--- src/rtl/float_pkg.sv ---
// Shared types for the tagged-float argmin path: tag geometry, default tagged word, feeder FSM states.
// Modules that carry a different float width rebuild the tagged word locally from FLOAT_W/TAG_W.
package float_pkg;

  localparam int FLOAT_W = 32;
  localparam int TAG_W   = 4;
  localparam logic [TAG_W-1:0] TAG_MAX = '1;

  typedef struct packed {
    logic [FLOAT_W-1:0] value;
    logic [TAG_W-1:0]   tag;
  } tagged_t;

  typedef enum logic [1:0] {
    EMPTY,
    HELD,
    PAIR
  } feeder_state_e;

endpackage

--- src/rtl/float_argmin_feeder_if.sv ---
// Stream bundle around the feeder: untagged input stream, paired a/b tagged output streams, overflow flag.
// The slave modport is the feeder's view; master is the view of the logic surrounding it.
interface float_argmin_feeder_if #(
  parameter int SIZE = 32
);

  logic [SIZE-1:0] s_axis_tdata;
  logic            s_axis_tvalid;
  logic            s_axis_tready;
  logic            s_axis_tlast;

  logic [SIZE+3:0] m_axis_a_tdata;
  logic            m_axis_a_tvalid;
  logic            m_axis_a_tready;
  logic            m_axis_a_tlast;

  logic [SIZE+3:0] m_axis_b_tdata;
  logic            m_axis_b_tvalid;
  logic            m_axis_b_tready;
  logic            m_axis_b_tlast;

  logic            tag_overflow;

  modport slave (
    input  s_axis_tdata, s_axis_tvalid, s_axis_tlast,
    output s_axis_tready,
    output m_axis_a_tdata, m_axis_a_tvalid, m_axis_a_tlast,
    input  m_axis_a_tready,
    output m_axis_b_tdata, m_axis_b_tvalid, m_axis_b_tlast,
    input  m_axis_b_tready,
    output tag_overflow
  );

  modport master (
    output s_axis_tdata, s_axis_tvalid, s_axis_tlast,
    input  s_axis_tready,
    input  m_axis_a_tdata, m_axis_a_tvalid, m_axis_a_tlast,
    output m_axis_a_tready,
    input  m_axis_b_tdata, m_axis_b_tvalid, m_axis_b_tlast,
    output m_axis_b_tready,
    input  tag_overflow
  );

endinterface

--- src/rtl/float_argmin_feeder.sv ---
// Tags each input float with its packet index and presents elements in a/b pairs, padding odd packets.
// Pair valid 1 cycle after the completing input; input stalls (tready=0) while a pair is outstanding.
module float_argmin_feeder
  import float_pkg::*;
#(
  parameter int SIZE = FLOAT_W
) (
  input  logic                 aclk,
  input  logic                 aresetn,
  float_argmin_feeder_if.slave bus
);

  typedef struct packed {
    logic [SIZE-1:0]  value;
    logic [TAG_W-1:0] tag;
  } word_t;

  feeder_state_e    state;
  word_t            a_word;
  word_t            b_word;
  word_t            in_word;
  logic [TAG_W-1:0] idx;
  logic             pair_last;
  logic             a_done;
  logic             b_done;
  logic             wrapped;
  logic             overflow;
  logic             in_hs;
  logic             a_fin;
  logic             b_fin;

  assign in_word            = '{value: bus.s_axis_tdata, tag: idx};
  assign bus.s_axis_tready  = aresetn && (state != PAIR);
  assign in_hs              = bus.s_axis_tvalid && bus.s_axis_tready;

  assign bus.m_axis_a_tvalid = (state == PAIR) && !a_done;
  assign bus.m_axis_b_tvalid = (state == PAIR) && !b_done;
  assign bus.m_axis_a_tdata  = a_word;
  assign bus.m_axis_b_tdata  = b_word;
  assign bus.m_axis_a_tlast  = pair_last;
  assign bus.m_axis_b_tlast  = pair_last;
  assign bus.tag_overflow    = overflow;

  assign a_fin = a_done || (bus.m_axis_a_tvalid && bus.m_axis_a_tready);
  assign b_fin = b_done || (bus.m_axis_b_tvalid && bus.m_axis_b_tready);

  always_ff @(posedge aclk) begin
    if (!aresetn) begin
      state     <= EMPTY;
      a_word    <= '0;
      b_word    <= '0;
      idx       <= '0;
      pair_last <= 1'b0;
      a_done    <= 1'b0;
      b_done    <= 1'b0;
      wrapped   <= 1'b0;
      overflow  <= 1'b0;
    end else begin
      // wrapped marks that tag 15 was issued; any later element overflows the tag space
      if (in_hs) begin
        idx <= idx + TAG_W'(1);
        if (idx == TAG_MAX) wrapped <= 1'b1;
        if (wrapped) overflow <= 1'b1;
      end
      case (state)
        EMPTY: begin
          if (in_hs) begin
            a_word <= in_word;
            if (bus.s_axis_tlast) begin
              b_word    <= in_word;
              pair_last <= 1'b1;
              state     <= PAIR;
            end else begin
              state <= HELD;
            end
          end
        end
        HELD: begin
          if (in_hs) begin
            b_word    <= in_word;
            pair_last <= bus.s_axis_tlast;
            state     <= PAIR;
          end
        end
        PAIR: begin
          a_done <= a_fin;
          b_done <= b_fin;
          if (a_fin && b_fin) begin
            a_done <= 1'b0;
            b_done <= 1'b0;
            state  <= EMPTY;
            if (pair_last) begin
              idx      <= '0;
              wrapped  <= 1'b0;
              overflow <= 1'b0;
            end
          end
        end
        default: state <= EMPTY;
      endcase
    end
  end

endmodule

--- src/flat_wrapper.sv ---
// flat-port wrapper written by rule: the top's interface ports become plain ports
module float_argmin_feeder_flat import float_pkg::*;
#(
  parameter int SIZE = FLOAT_W
)
  (aclk, aresetn, bus_s_axis_tdata, bus_s_axis_tvalid, bus_s_axis_tlast, bus_s_axis_tready, bus_m_axis_a_tdata, bus_m_axis_a_tvalid, bus_m_axis_a_tlast, bus_m_axis_a_tready, bus_m_axis_b_tdata, bus_m_axis_b_tvalid, bus_m_axis_b_tlast, bus_m_axis_b_tready, bus_tag_overflow);
  float_argmin_feeder_if #(.SIZE(SIZE)) bus_i ();
  input  logic aclk;
  input  logic aresetn;
  input wire logic [$bits(bus_i.s_axis_tdata)-1:0] bus_s_axis_tdata;
  input wire logic [$bits(bus_i.s_axis_tvalid)-1:0] bus_s_axis_tvalid;
  input wire logic [$bits(bus_i.s_axis_tlast)-1:0] bus_s_axis_tlast;
  output wire logic [$bits(bus_i.s_axis_tready)-1:0] bus_s_axis_tready;
  output wire logic [$bits(bus_i.m_axis_a_tdata)-1:0] bus_m_axis_a_tdata;
  output wire logic [$bits(bus_i.m_axis_a_tvalid)-1:0] bus_m_axis_a_tvalid;
  output wire logic [$bits(bus_i.m_axis_a_tlast)-1:0] bus_m_axis_a_tlast;
  input wire logic [$bits(bus_i.m_axis_a_tready)-1:0] bus_m_axis_a_tready;
  output wire logic [$bits(bus_i.m_axis_b_tdata)-1:0] bus_m_axis_b_tdata;
  output wire logic [$bits(bus_i.m_axis_b_tvalid)-1:0] bus_m_axis_b_tvalid;
  output wire logic [$bits(bus_i.m_axis_b_tlast)-1:0] bus_m_axis_b_tlast;
  input wire logic [$bits(bus_i.m_axis_b_tready)-1:0] bus_m_axis_b_tready;
  output wire logic [$bits(bus_i.tag_overflow)-1:0] bus_tag_overflow;
  assign bus_i.s_axis_tdata = bus_s_axis_tdata;
  assign bus_i.s_axis_tvalid = bus_s_axis_tvalid;
  assign bus_i.s_axis_tlast = bus_s_axis_tlast;
  assign bus_s_axis_tready = bus_i.s_axis_tready;
  assign bus_m_axis_a_tdata = bus_i.m_axis_a_tdata;
  assign bus_m_axis_a_tvalid = bus_i.m_axis_a_tvalid;
  assign bus_m_axis_a_tlast = bus_i.m_axis_a_tlast;
  assign bus_i.m_axis_a_tready = bus_m_axis_a_tready;
  assign bus_m_axis_b_tdata = bus_i.m_axis_b_tdata;
  assign bus_m_axis_b_tvalid = bus_i.m_axis_b_tvalid;
  assign bus_m_axis_b_tlast = bus_i.m_axis_b_tlast;
  assign bus_i.m_axis_b_tready = bus_m_axis_b_tready;
  assign bus_tag_overflow = bus_i.tag_overflow;
  float_argmin_feeder #(.SIZE(SIZE)) u_core (.aclk(aclk), .aresetn(aresetn), .bus(bus_i));
endmodule
--- config.mk ---
export PLATFORM = sky130hd
export DESIGN_NAME = float_argmin_feeder_flat
export DESIGN_NICKNAME = d
export VERILOG_FILES = /design/src/rtl/float_pkg.sv /design/src/rtl/float_argmin_feeder_if.sv /design/src/rtl/float_argmin_feeder.sv /design/src/flat_wrapper.sv
export SDC_FILE = /design/constraint.sdc
export NUM_CORES = 1
export LEC_CHECK = 0
export BUFFER_PORTS_ARGS = -buffer_cell sky130_fd_sc_hd__buf_2
export CORE_ASPECT_RATIO = 1.75
export CORE_MARGIN = 2
export CORE_UTILIZATION = 40
export DETAILED_ROUTE_END_ITERATION = 8
export PLACE_DENSITY_LB_ADDON = 0.1
export SLEW_MARGIN = 20
export SYNTH_ARGS = -nofsm -noshare
export SYNTH_HDL_FRONTEND = slang
export SYNTH_SLANG_ARGS = --single-unit
--- constraint.sdc ---
create_clock -name aclk -period 2.5 [get_ports aclk]
set_clock_uncertainty 0.2 [all_clocks]
set_input_delay 0.125 -clock aclk [delete_from_list [all_inputs] [get_ports aclk]]
set_output_delay 0.125 -clock aclk [all_outputs]
set_load 0.05 [all_outputs]
Word-level counts from Yosys, hierarchy flattened
Index checks and enable logic that the tools add are counted.
{"block": "op_classes", "eq_ne": 8, "n_mux": 29, "n_reduce_logical": 16, "addsub": 1}
{"cell": "36-bit two-way mux", "n": 3}
{"cell": "36-bit one-hot mux with 2 select lines", "n": 1}
{"cell": "4-bit two-way mux", "n": 4}
{"cell": "1-bit two-way mux", "n": 15}
{"cell": "2-bit two-way mux", "n": 4}
{"cell": "1-bit logical AND", "n": 7}
{"cell": "2-bit inequality test, second input constant", "n": 3}
{"cell": "2-bit one-hot mux with 3 select lines", "n": 1}
{"cell": "4-bit by 1-bit adder with 4-bit output, second input constant", "n": 1}
{"cell": "4-bit equality test, second input constant", "n": 1}
{"cell": "2-bit by 1-bit inequality test with 1-bit output, second input constant", "n": 2}
{"cell": "4-bit AND reduction", "n": 1}
{"cell": "3-bit AND reduction", "n": 1}
{"cell": "2-bit by 1-bit equality test with 1-bit output, second input constant", "n": 1}
{"cell": "2-bit equality test, second input constant", "n": 1}
{"cell": "1-bit logical NOT", "n": 2}
{"cell": "2-bit logical NOT", "n": 1}
{"cell": "1-bit logical OR", "n": 2}
{"cell": "1-bit one-hot mux with 2 select lines", "n": 1}
{"cell": "2-bit AND reduction", "n": 1}
{"cell": "2-bit nonzero test", "n": 1}
{"block": "totals", "output_inout_bits": 78, "reg_bits": 83}

Depth between registers and ports, before layout
Gate-level depths: netlist of run 1.
{"block": "logic_depth", "depth_word": 7, "mapped_depth": 6, "depth_no_buf": 4}

Least setup slack after synthesis of run 1
Ideal clock, no wire load.
{"block": "synth_timing", "path_kind": "reg2out", "start": "register u_core.state[0]", "end": "output port bus_m_axis_a_tvalid", "path_stages_with_launch": 4, "t_arrival_ps": 1309, "path_buffers": 1, "required_ps": 2175, "setup_slack_ps": 866, "cell_sequence": "dfxtp_1 nand2b_1 clkbuf_1 nor2_1"}
{"block": "synth_via", "elab_chain_cells": 2}
{"item": "from (decl)", "line": "float_argmin_feeder.sv:18", "source": "feeder_state_e state;"}
{"item": "from (signal assigned)", "line": "float_argmin_feeder.sv:49", "source": "state <= EMPTY;"}
{"item": "from (signal assigned)", "line": "float_argmin_feeder.sv:72", "source": "state <= PAIR;"}
{"item": "from (signal assigned)", "line": "float_argmin_feeder.sv:74", "source": "state <= HELD;"}
{"item": "2-bit equality test", "line": "float_argmin_feeder.sv:36", "source": "assign bus.m_axis_a_tvalid = (state == PAIR) && !a_done;"}
{"item": "1-bit logical AND", "line": "float_argmin_feeder.sv:36"}
{"item": "to (decl)", "line": "flat_wrapper.sv:15", "source": "output wire logic [$bits(bus_i.m_axis_a_tvalid)-1:0] bus_m_axis_a_tvalid;"}
Every way passes these cells.

Worst setup path in the final report of run 1
{"block": "layout_timing", "start": "register u_core.state[1]", "end": "register u_core.a_done"}
{"block": "layout_via", "elab_chain_cells": 6, "elab_cells_between_ends": 9, "cone_classes": "eq/ne (1); mux (1); reduce/logical (7)"}
{"item": "2-bit equality test *", "line": "float_argmin_feeder.sv:36, float_argmin_feeder.sv:37, float_argmin_feeder.sv:65"}
{"item": "1-bit logical AND (on tied branches)", "line": "float_argmin_feeder.sv:36, float_argmin_feeder.sv:37"}
{"item": "1-bit logical AND (on tied branches)", "line": "float_argmin_feeder.sv:44, float_argmin_feeder.sv:45"}
{"item": "1-bit logical OR (on tied branches)", "line": "float_argmin_feeder.sv:44, float_argmin_feeder.sv:45"}
{"item": "1-bit logical AND", "line": "float_argmin_feeder.sv:88", "source": "if (a_fin && b_fin) begin"}
{"item": "1-bit two-way mux", "line": "float_argmin_feeder.sv:88"}
{"item": "to (signal assigned)", "line": "float_argmin_feeder.sv:86", "source": "a_done <= a_fin;"}
{"item": "to (decl)", "line": "float_argmin_feeder.sv:24", "source": "logic a_done;"}
Mark *: on every way between the ends. The rest lies on a longest branch, timed or not.
A chain may end at the register's enable or synchronous reset.

==> impl_metrics.yaml, run 1 <==
final_layout:
  layout-area-overhead-vs-synth_pct: 36.0
  antenna_cells: 0
  num-nets-final: 563
  post_route_cells_drive_above_1_share_pct: 27.5
  final_cell_count_no_fill: 620
worst_setup_path:
  crit_end_category: "flop"
  startpoint_type: "flop"
  critical_path_required_ps: 2570
  worst-r2r-cell-count: 4
  worst_ep_arrival_time_ps: 2160
  worst-setup-path-type: "reg -> reg"
  critical_path_peak_fanout: 10
cts:
  clk_transition_reported_paths_ps: 60
  cts_buffer_depth: 2
  post_cts_setup_repair_bufs: 0
  cts_tree: "done"
  clock_tree.htree_level_count: 3
  cts_num_sinks: 83
  numCtsBuffers: 9
  clockRootBuffer: "sky130_fd_sc_hd__clkbuf_16"
  clk-insertion-delay-late_ps: 330
route:
  dr.pass1.iters: 4
  wl_per_cell_um: 14.7
  detail_route.iter0.violations: 165
  drc: 0
  via_per_inst: 5.16
  drt-total-wl_um: 9110
  dr_total_vias: 3201
  antenna_violating_nets_left: 0
timing:
  final_hold_viol_count: 0
  relSlewSlack_pct: 51.4
  layout_worst_path_cycle_share_pct: 83.5
  layout_setup_ws_ps: 413
  rsz_0062_raised_after_global_routing: "false"
  timing.fmax_ghz: 0.479
  hold_ws_ps: 30.4
  slew_viol_final: 0
  tightest_slew_ps: 729
  tns_ps: 0
  setup_violations: 0
  period_needed_ps: 2090
die:
  floorplan.rows: 44
  dieArea_mm2: 0.00917
  chipHeight_um: 125
  floorplan.io_pins: 116
  initial_core_util_pct: 40.9
  width_of_the_die_um: 73.3
  floorplan.core_area_mm2: 0.00820
global_routing:
  grt_usage_pct: 20.2
  grt_pass1_vias: 3075
  grt_antenna_before_repair: 0
  global_route_wire_length_before_repair_um: 14600
  gr-total-overflow: 0
  grt_start_max_net_pins: 38
power:
  powerDensity_mw_per_mm2: 677
  leakagePower_nw: 1.95
  irDropWorstVdd_v: 0.000352
place:
  dp_worst_setup_slack_ps: 660
  place_hpwl_um: 6140
  gp_routability_congestion: 0.756
  place_inst: 569
  portBuffers: 115
yosys:
  yosysSeqAreaShare_pct: 49.5
  synth_cells: 386
  synth_area_leaders: "sky130_fd_sc_hd__dfxtp_1 (49%), sky130_fd_sc_hd__a21boi_0 (12%), sky130_fd_sc_hd__nand2_1 (8.3%)"
  synth_commonest_cells: "sky130_fd_sc_hd__dfxtp_1 (83), sky130_fd_sc_hd__nand2_1 (74), sky130_fd_sc_hd__a21boi_0 (52), sky130_fd_sc_hd__o21ai_0 (42), sky130_fd_sc_hd__nand3_1 (38)"
  post_synth.cell_area_avg_um2: 8.70
  synth_fp_nets: 425
  primary_ff_master_synth: "sky130_fd_sc_hd__dfxtp_1"
  synth_top_cell_area_share_pct: 49.5
  synth-seq-cells: 83
  yosys.cell_count.top_type: "sky130_fd_sc_hd__dfxtp_1"
  yosys_warns: 0
  synth.distinct_cells: 33
  asyncSetResetFlopFracSynth_pct: 0
  synth.cell_area_mm2: 0.00336
  synth-edff-count: 0
  netlist.top_cell.by_area: "sky130_fd_sc_hd__dfxtp_1"
min_path:
  number_of_stages_on_the_worst_hold_path: 3
  hold_class: "in -> reg"
status:
  status: "finished clean"
flow_run:
  maxCapViolations: 0
[cells by family after synthesis]
family / count (synthesis) / synth area share (%)
compound gates: 127 / 25.0
fa+ha+maj: 1 / 0.373
buf+inv: 37 / 6.15
flops: 83 / 49.5
mux: 1 / 0.335
simple gates: 137 / 18.6
[critical path, cell delays in order, from the launching register on]
cell	delay, ps
sky130_fd_sc_hd__dfxtp_1	430
sky130_fd_sc_hd__nor2b_1	590
sky130_fd_sc_hd__a21oi_1	150
sky130_fd_sc_hd__nor2_1	110
sky130_fd_sc_hd__dlygate4sd3_1	550
[layout make-up]
class | instances | area [µm²]
clock inverters | 2 | 13.8
multi-input cells | 266 | 1500
inverters | 2 | 7.51
well taps | 92 | 115
flip-flops and latches | 83 | 1660
repair buffers | 162 | 1030
clock buffers | 13 | 240
fillers | 774 | 3640
[power breakdown]
group	total, mW	internal (mW)	switching (mW)
combinational	0.520	0.165	0.355
sequential	1.41	1.38	0.0303
clock	1.16	0.668	0.496
[flip-flops by register name (all words and copies together), names as in the netlist]
name and count:
u_core.a_done 1, u_core.b_done 1, u_core.bus.m_axis_a_tdata 36, u_core.bus.m_axis_a_tlast 1, u_core.bus.m_axis_b_tdata 36, u_core.bus.tag_overflow 1
u_core.idx 4, u_core.state 2, u_core.wrapped 1
[final timing paths]
kind | endpoint | slack (ps) | startpoint
setup reg to reg | u_core.a_done$_SDFFE_PN0N_ | 410 | u_core.state[1]$_SDFFE_PN0P_
hold reg to reg | u_core.bus.m_axis_a_tdata[28]$_SDFFE_PN0P_ | 250 | u_core.bus.m_axis_a_tdata[28]$_SDFFE_PN0P_
setup / recovery | u_core.a_done$_SDFFE_PN0N_ | 410 | u_core.state[1]$_SDFFE_PN0P_
hold / removal | u_core.bus.m_axis_a_tlast$_SDFFE_PN0P_ | 30 | bus_s_axis_tvalid
[stage by stage]
stage | instance area, µm² | utilization, % | power [mW]
detailed placement | 3950 | 48.2 | 1.91
global placement | 3950 | 48.2 | 1.91
finish | 4570 | 55.7 | 3.09
floorplan | 3360 | - | 1.78
CTS | 4570 | 55.7 | 3.12
global route | 4570 | 55.7 | 3.22
[per-layer routing]
| metal | vias up | wire length, µm | GRT usage, % |
|---|---|---|---|
| met2 | 84 | 4820 | 35.3 |
| li1 | 1597 | - | - |
| met5 | - | 0 | 0 |
| met4 | 0 | 124 | 7.08 |
| met3 | 13 | 353 | 4.03 |
| met1 | 1507 | 3820 | 23.9 |
[what timing repair did]
| item | in CTS | in global routing |
|---|---|---|
| endpoints found under the hold margin | 67 | 0 |
| setup endpoints to repair | 0 | 0 |
| gates resized for setup | 0 | 0 |
| hold buffers | 36 | 0 |
[layout by cell type, fill, tap and decap left out, types with 4 or more instances in the layout]
master,netlist,layout
sky130_fd_sc_hd__nor2_1,9,8
sky130_fd_sc_hd__dlygate4sd3_1,0,36
sky130_fd_sc_hd__o21ai_0,42,42
sky130_fd_sc_hd__a21boi_0,52,52
sky130_fd_sc_hd__nand2_1,74,74
sky130_fd_sc_hd__dfxtp_1,83,83
sky130_fd_sc_hd__a21oi_1,5,5
sky130_fd_sc_hd__nand3_1,38,38
sky130_fd_sc_hd__clkbuf_16,0,9
sky130_fd_sc_hd__buf_2,9,115
sky130_fd_sc_hd__buf_4,5,10
sky130_fd_sc_hd__clkbuf_1,15,4
sky130_fd_sc_hd__a21boi_1,21,21
(Power assumes the default switching activity.)
==> inputs of run 2 (changes only) <==
Clock period 2.5 ns to 2.1 ns, I/O delays scaled along.
==> run 2 against run 1 <==
Net effect: die area unchanged; sequential share of layout area decreased by 0.46 points; register-to-register slack got worse by 160 ps; flip-flop and latch count unchanged; sequential power increased by 18%; utilization increased by 0.72 points; critical path depth decreased by 1; worst setup slack got worse by 170 ps; wire length increased by 0.21%; count of clock-buffer cells in the layout increased by 2; non-clock buffer count increased by 2.
==> impl_metrics.yaml, run 2 (same netlist as run 1, synthesis figures left out) <==
global_routing:
  grt_use_met2_pct: 36.2
  grt_antenna_before_repair: 0
  gr-total-overflow: 0
  busiest_layer: "met2"
  grt_pass1_vias: 3047
  grt_start_max_net_pins: 38
  grt_usage_pct: 20.7
  global_route_wire_length_before_repair_um: 14800
  global_route_met3_utilization_pct: 4.19
  globalRouteMet1Util_pct: 23.5
cts:
  clock_tree.htree_level_count: 3
  numCtsBuffers: 9
  clockRootBuffer: "sky130_fd_sc_hd__clkbuf_16"
  clk_transition_reported_paths_ps: 60
  cts_num_sinks: 83
  cts_buffer_depth: 2
  clk-insertion-delay-late_ps: 330
  cts_tree: "done"
power:
  irDropWorstVdd_v: 0.000450
  pwr-share-seq_pct: 42.9
  comb_power_share_pct: 16.0
  powerDensity_mw_per_mm2: 842
  p_switching_mw: 1.04
  power.clock.fraction_pct: 41.1
  leakagePower_nw: 1.98
  power.switching_fraction_pct: 26.7
  p_int_mw: 2.85
  finalPower_mw: 3.89
worst_setup_path:
  critical_path_required_ps: 1790
  critical-path-slowest-cell: "sky130_fd_sc_hd__dfxtp_1"
  worst-path-buf-inv: 1
  crit_cells: 3
  r2r-start: "u_core.state[0]$_SDFFE_PN0P_"
  reg2reg_slack_ps: 250
  worst-setup-path-type: "reg -> out"
  worst-r2r-cell-count: 4
  critical-path-top-delay-family: "simple AND/OR/NAND/NOR gates"
  reg2reg_to: "u_core.a_done$_SDFFE_PN0N_"
  worst_ep_arrival_time_ps: 1550
  startpoint_type: "flop"
  largest_incremental_delay_on_the_critical_path_ps: 450
  timing.critical_path.cells: "nand2b_1 > and2_1 > buf_2"
  critical_path_peak_fanout: 9
  crit_end_category: "output pin"
timing:
  final_hold_viol_count: 0
  tns_ps: 0
  relSlewSlack_pct: 51.6
  timing.fmax_ghz: 0.539
  period_needed_ps: 1860
  layout_setup_ws_ps: 245
  slew_viol_final: 0
  setup_violations: 0
  hold_ws_ps: 7.46
  layout_worst_path_cycle_share_pct: 88.3
  rsz_0062_raised_after_global_routing: "false"
  tightest_slew_ps: 725
final_layout:
  mostFrequentLayoutCell: "sky130_fd_sc_hd__buf_2"
  antenna_cells: 0
  n_fill_cell: 802
  layout-area-overhead-vs-synth_pct: 37.8
  layout_common_cells: "sky130_fd_sc_hd__buf_2 (115), sky130_fd_sc_hd__dfxtp_1 (83), sky130_fd_sc_hd__nand2_1 (74)"
  post_route_cells_drive_above_1_share_pct: 28.2
  post-route-cell-area_mm2: 0.00462
  num-nets-final: 565
route:
  wl_per_cell_um: 14.7
  antenna_violating_nets_left: 0
  dr_total_vias: 3202
  drt-total-wl_um: 9130
  dr.pass1.iters: 4
  drc: 0
  via_per_inst: 5.14
  detail_route.iter0.violations: 272
die:
  floorplan.io_pins: 116
  floorplan.rows: 44
  dieArea_mm2: 0.00917
  floorplan.core_area_mm2: 0.00820
  chipHeight_um: 125
  width_of_the_die_um: 73.3
  initial_core_util_pct: 40.9
place:
  placed_cell_area_mm2: 0.00395
  place_hpwl_um: 6150
  dp_worst_setup_slack_ps: 394
  gp_routability_congestion: 0.814
  portBuffers: 115
status:
  status: "finished clean"
min_path:
  number_of_stages_on_the_worst_hold_path: 3
  holdCritStartpoint: "bus_s_axis_tvalid"
  hold_class: "in -> reg"
  worstHoldEndpoint: "u_core.bus.m_axis_a_tlast$_SDFFE_PN0P_"
flow_run:
  maxCapViolations: 0
-- run 2: cell types whose count changed in the layout (fill, tap and decap cells not counted), sizes merged --
cell	delta
buf	+2
bufinv	+1
clkbuf	+2
clkinv	-2
-- run 2: layout make-up --
type | count | area [µm²] | area share, %
clock buffers | 15 | 278 | 6.01
clock inverters | 1 | 30.0 | 0.649
inverters | 2 | 7.51 | 0.162
multi-input cells | 266 | 1500 | 32.4
flip-flops and latches | 83 | 1660 | 35.9
well taps | 92 | 115 | 2.49
repair buffers | 164 | 1030 | 22.3
-- run 2: repair_timing --
item,in CTS,in global routing
hold endpoints to repair,67,0
setup buffers,0,0
gates resized for setup,0,1
endpoints found under the setup margin,0,1
hold buffers,36,0
-- run 2: worst register-to-register path: stages, from the launching register on --
cell and delay (ps):
sky130_fd_sc_hd__dfxtp_1 450, sky130_fd_sc_hd__nand2b_1 340, sky130_fd_sc_hd__o21ai_0 150, sky130_fd_sc_hd__nor2_1 110
sky130_fd_sc_hd__dlygate4sd3_1 550
-- run 2: metal layers --
layer | vias up | wire, µm
li1 | 1607 | -
met1 | 1497 | 3780
met2 | 81 | 4770
met3 | 17 | 371
met4 | 0 | 208
met5 | - | 0
-- run 2: per-stage QoR --
stage	utilization, %	cells
3_3_place_gp	48.2	571
6_report	56.4	623
2_1_floorplan	-	386
5_1_grt	56.4	623
4_1_cts	56.3	623
3_5_place_dp	48.2	571
-- run 2: worst max path at each step --
stage	startpoint	to	slack, ps
floorplan	u_core.bus.m_axis_a_tlast$_SDFFE_PN0P_	u_core.bus.tag_overflow$_SDFF_PN0_	480
global placement	u_core.state[0]$_SDFFE_PN0P_	u_core.idx[1]$_SDFF_PN0_	410
detailed placement	u_core.state[0]$_SDFFE_PN0P_	u_core.idx[1]$_SDFF_PN0_	390
CTS	u_core.state[1]$_SDFFE_PN0P_	u_core.a_done$_SDFFE_PN0N_	70
global route	u_core.state[0]$_SDFFE_PN0P_	u_core.a_done$_SDFFE_PN0N_	110
finish	u_core.state[0]$_SDFFE_PN0P_	bus_s_axis_tready	240
-- run 2: power groups by stage --
| stage | combinational, mW | sequential, mW | clock, mW |
|---|---|---|---|
| 2_1_floorplan | 0.223 | 1.90 | 0 |
| 3_3_place_gp | 0.570 | 1.70 | 0 |
| 3_5_place_dp | 0.575 | 1.71 | 0 |
| 4_1_cts | 0.627 | 1.67 | 1.65 |
| 5_1_grt | 0.671 | 1.68 | 1.73 |
| 6_report | 0.621 | 1.67 | 1.60 |
==> inputs of run 3 (changes only) <==
Clock period 2.1 ns to 1.7 ns, I/O delays scaled along.
==> run 3 against run 2 <==
Net effect: worst hold slack improved by 72 ps; die area is the same; power increased by 24%; worst setup slack lost 140 ps; flip-flop and latch count is the same; critical path depth did not move; count of clock-buffer cells in the layout decreased by 3; first-iteration DRC count is 49% lower; utilization rose by 0.84 points; cell count is 0.80% higher; sequential share of layout area fell by 0.50 points; critical path type unchanged; highest routed layer unchanged.
==> impl_metrics.yaml, run 3 (same netlist as run 1, synthesis figures left out) <==
power:
  powerDensity_mw_per_mm2: 1030
  irDropWorstVdd_v: 0.000886
  pwr-share-seq_pct: 42.8
  comb_power_share_pct: 16.4
  power.clock.fraction_pct: 40.8
  power.switching_fraction_pct: 27.5
  p_int_mw: 3.50
  leakagePower_nw: 2.02
  p_switching_mw: 1.33
global_routing:
  grt_antenna_before_repair: 0
  grt_pass1_vias: 3129
  global_route_wire_length_before_repair_um: 14700
  gr-total-overflow: 0
  grt_usage_pct: 20.5
  grt_start_max_net_pins: 41
cts:
  cts_num_sinks: 83
  clk-insertion-delay-late_ps: 330
  cts_tree: "done"
  cts_buffer_depth: 2
  clockRootBuffer: "sky130_fd_sc_hd__clkbuf_16"
  numCtsBuffers: 9
  clk_transition_reported_paths_ps: 60
  clock_tree.htree_level_count: 3
worst_setup_path:
  worst-setup-path-type: "reg -> out"
  worst-path-buf-inv: 1
  worst-r2r-cell-count: 3
  critical_path_required_ps: 1410
  critical-path-slowest-cell: "sky130_fd_sc_hd__dfxtp_2"
  timing.critical_path.cells: "nand2b_4 > and2_1 > buf_2"
  crit_end_category: "output pin"
  critical-path-top-delay-family: "flip-flops"
  reg2reg_slack_ps: 160
  critical_path_peak_fanout: 9
  reg2reg_to: "u_core.idx[3]$_SDFF_PN0_"
  r2r-start: "u_core.state[1]$_SDFFE_PN0P_"
  largest_incremental_delay_on_the_critical_path_ps: 400
  startpoint_type: "flop"
  worst_ep_arrival_time_ps: 1310
route:
  via_per_inst: 5.11
  dr_total_vias: 3210
  antenna_violating_nets_left: 0
  drt-total-wl_um: 9110
  drc: 0
  dr.pass1.iters: 4
  detail_route.iter0.violations: 138
  wl_per_cell_um: 14.5
min_path:
  holdCritStartpoint: "aresetn"
  worstHoldEndpoint: "u_core.bus.m_axis_a_tdata[14]$_SDFFE_PN0P_"
  number_of_stages_on_the_worst_hold_path: 3
  hold_class: "in -> reg"
timing:
  tns_ps: 0
  rsz_0062_raised_after_global_routing: "false"
  final_hold_viol_count: 0
  layout_setup_ws_ps: 104
  slew_viol_final: 0
  layout_worst_path_cycle_share_pct: 93.9
  period_needed_ps: 1600
  timing.fmax_ghz: 0.626
  tightest_slew_ps: 345
  setup_violations: 0
  relSlewSlack_pct: 76.9
final_layout:
  n_fill_cell: 768
  final_core_util_pct: 57.2
  post_route_cells_drive_above_1_share_pct: 29.7
  num-nets-final: 570
  layout-area-overhead-vs-synth_pct: 39.8
  antenna_cells: 0
  layout_common_cells: "sky130_fd_sc_hd__buf_2 (115), sky130_fd_sc_hd__dfxtp_1 (82), sky130_fd_sc_hd__nand2_1 (74)"
  mostFrequentLayoutCell: "sky130_fd_sc_hd__buf_2"
flow_run:
  maxCapViolations: 0
die:
  initial_core_util_pct: 40.9
  floorplan.rows: 44
  chipHeight_um: 125
  dieArea_mm2: 0.00917
  width_of_the_die_um: 73.3
  floorplan.core_area_mm2: 0.00820
  floorplan.io_pins: 116
place:
  gp_routability_congestion: 0.760
  dp_worst_setup_slack_ps: 143
  place_hpwl_um: 6110
  portBuffers: 115
status:
  status: "finished clean"
## run 3: worst min-delay path, cell delays in order
cell and delay [ps]:
sky130_fd_sc_hd__buf_2 150, sky130_fd_sc_hd__buf_4 200, sky130_fd_sc_hd__a21boi_0 130
## run 3: final cells by class
type                    instances  area (µm²)  share of cell area (%)
clock buffers                  12         256                    5.47
inverters                       2        7.51                   0.160
clock inverters                 4        48.8                    1.04
well taps                      92         115                    2.45
flip-flops and latches         83        1660                    35.4
repair buffers                169        1100                    23.4
multi-input cells             266        1510                    32.1
## run 3: metal layers
metal / up-vias / GRT usage, % / part of all wire [%] / routed length, µm
met2: 86 / 35.2 / 51 / 4690
met5: - / 0 / 0 / 0
li1: 1618 / - / - / -
met4: 0 / 9.26 / 2.3 / 213
met3: 18 / 4.67 / 4.5 / 412
met1: 1488 / 23.3 / 42 / 3800
## run 3: worst max-delay path by stage
stage / cells past startpoint / slack (ps) / start / endpoint
4_1_cts: 3 / 9 / u_core.state[0]$_SDFFE_PN0P_ / bus_s_axis_tready
2_1_floorplan: 3 / 80 / u_core.bus.m_axis_a_tlast$_SDFFE_PN0P_ / u_core.bus.tag_overflow$_SDFF_PN0_
3_5_place_dp: 3 / 140 / u_core.state[0]$_SDFFE_PN0P_ / u_core.idx[3]$_SDFF_PN0_
3_3_place_gp: 3 / 200 / u_core.state[0]$_SDFFE_PN0P_ / u_core.idx[3]$_SDFF_PN0_
5_1_grt: 6 / 40 / bus_s_axis_tvalid / u_core.bus.m_axis_a_tdata[21]$_SDFFE_PN0P_
6_report: 3 / 100 / u_core.state[0]$_SDFFE_PN0P_ / bus_s_axis_tready
## run 3: what timing repair did
action / 4_1_cts / 5_1_grt
endpoints found under the setup margin: 3 / 5
endpoints found under the hold margin: 68 / 0
resized for setup: 2 / 2
hold buffers: 36 / 0
pin swaps: 0 / 0
buffers inserted: 0 / 0
## run 3: metrics by stage
step                      instance area [µm²]  hold slack (ps)  instances  power (mW)
after floorplan                          3360             19.9        386        2.62
after global placement                   4020              141        576        2.83
after detailed placement                 4020              145        576        2.83
after CTS                                4690             70.2        628        4.88
after global routing                     4690             95.0        628        5.02
final                                    4690             79.2        628        4.83
## run 3: power by group through the flow
| stage | sequential [mW] | clock [mW] | combinational, mW |
|---|---|---|---|
| after detailed placement | 2.11 | 0 | 0.729 |
| after floorplan | 2.34 | 0 | 0.275 |
| after global placement | 2.10 | 0 | 0.726 |
| final | 2.06 | 1.97 | 0.791 |
| after CTS | 2.06 | 2.02 | 0.795 |
| after global routing | 2.07 | 2.10 | 0.851 |
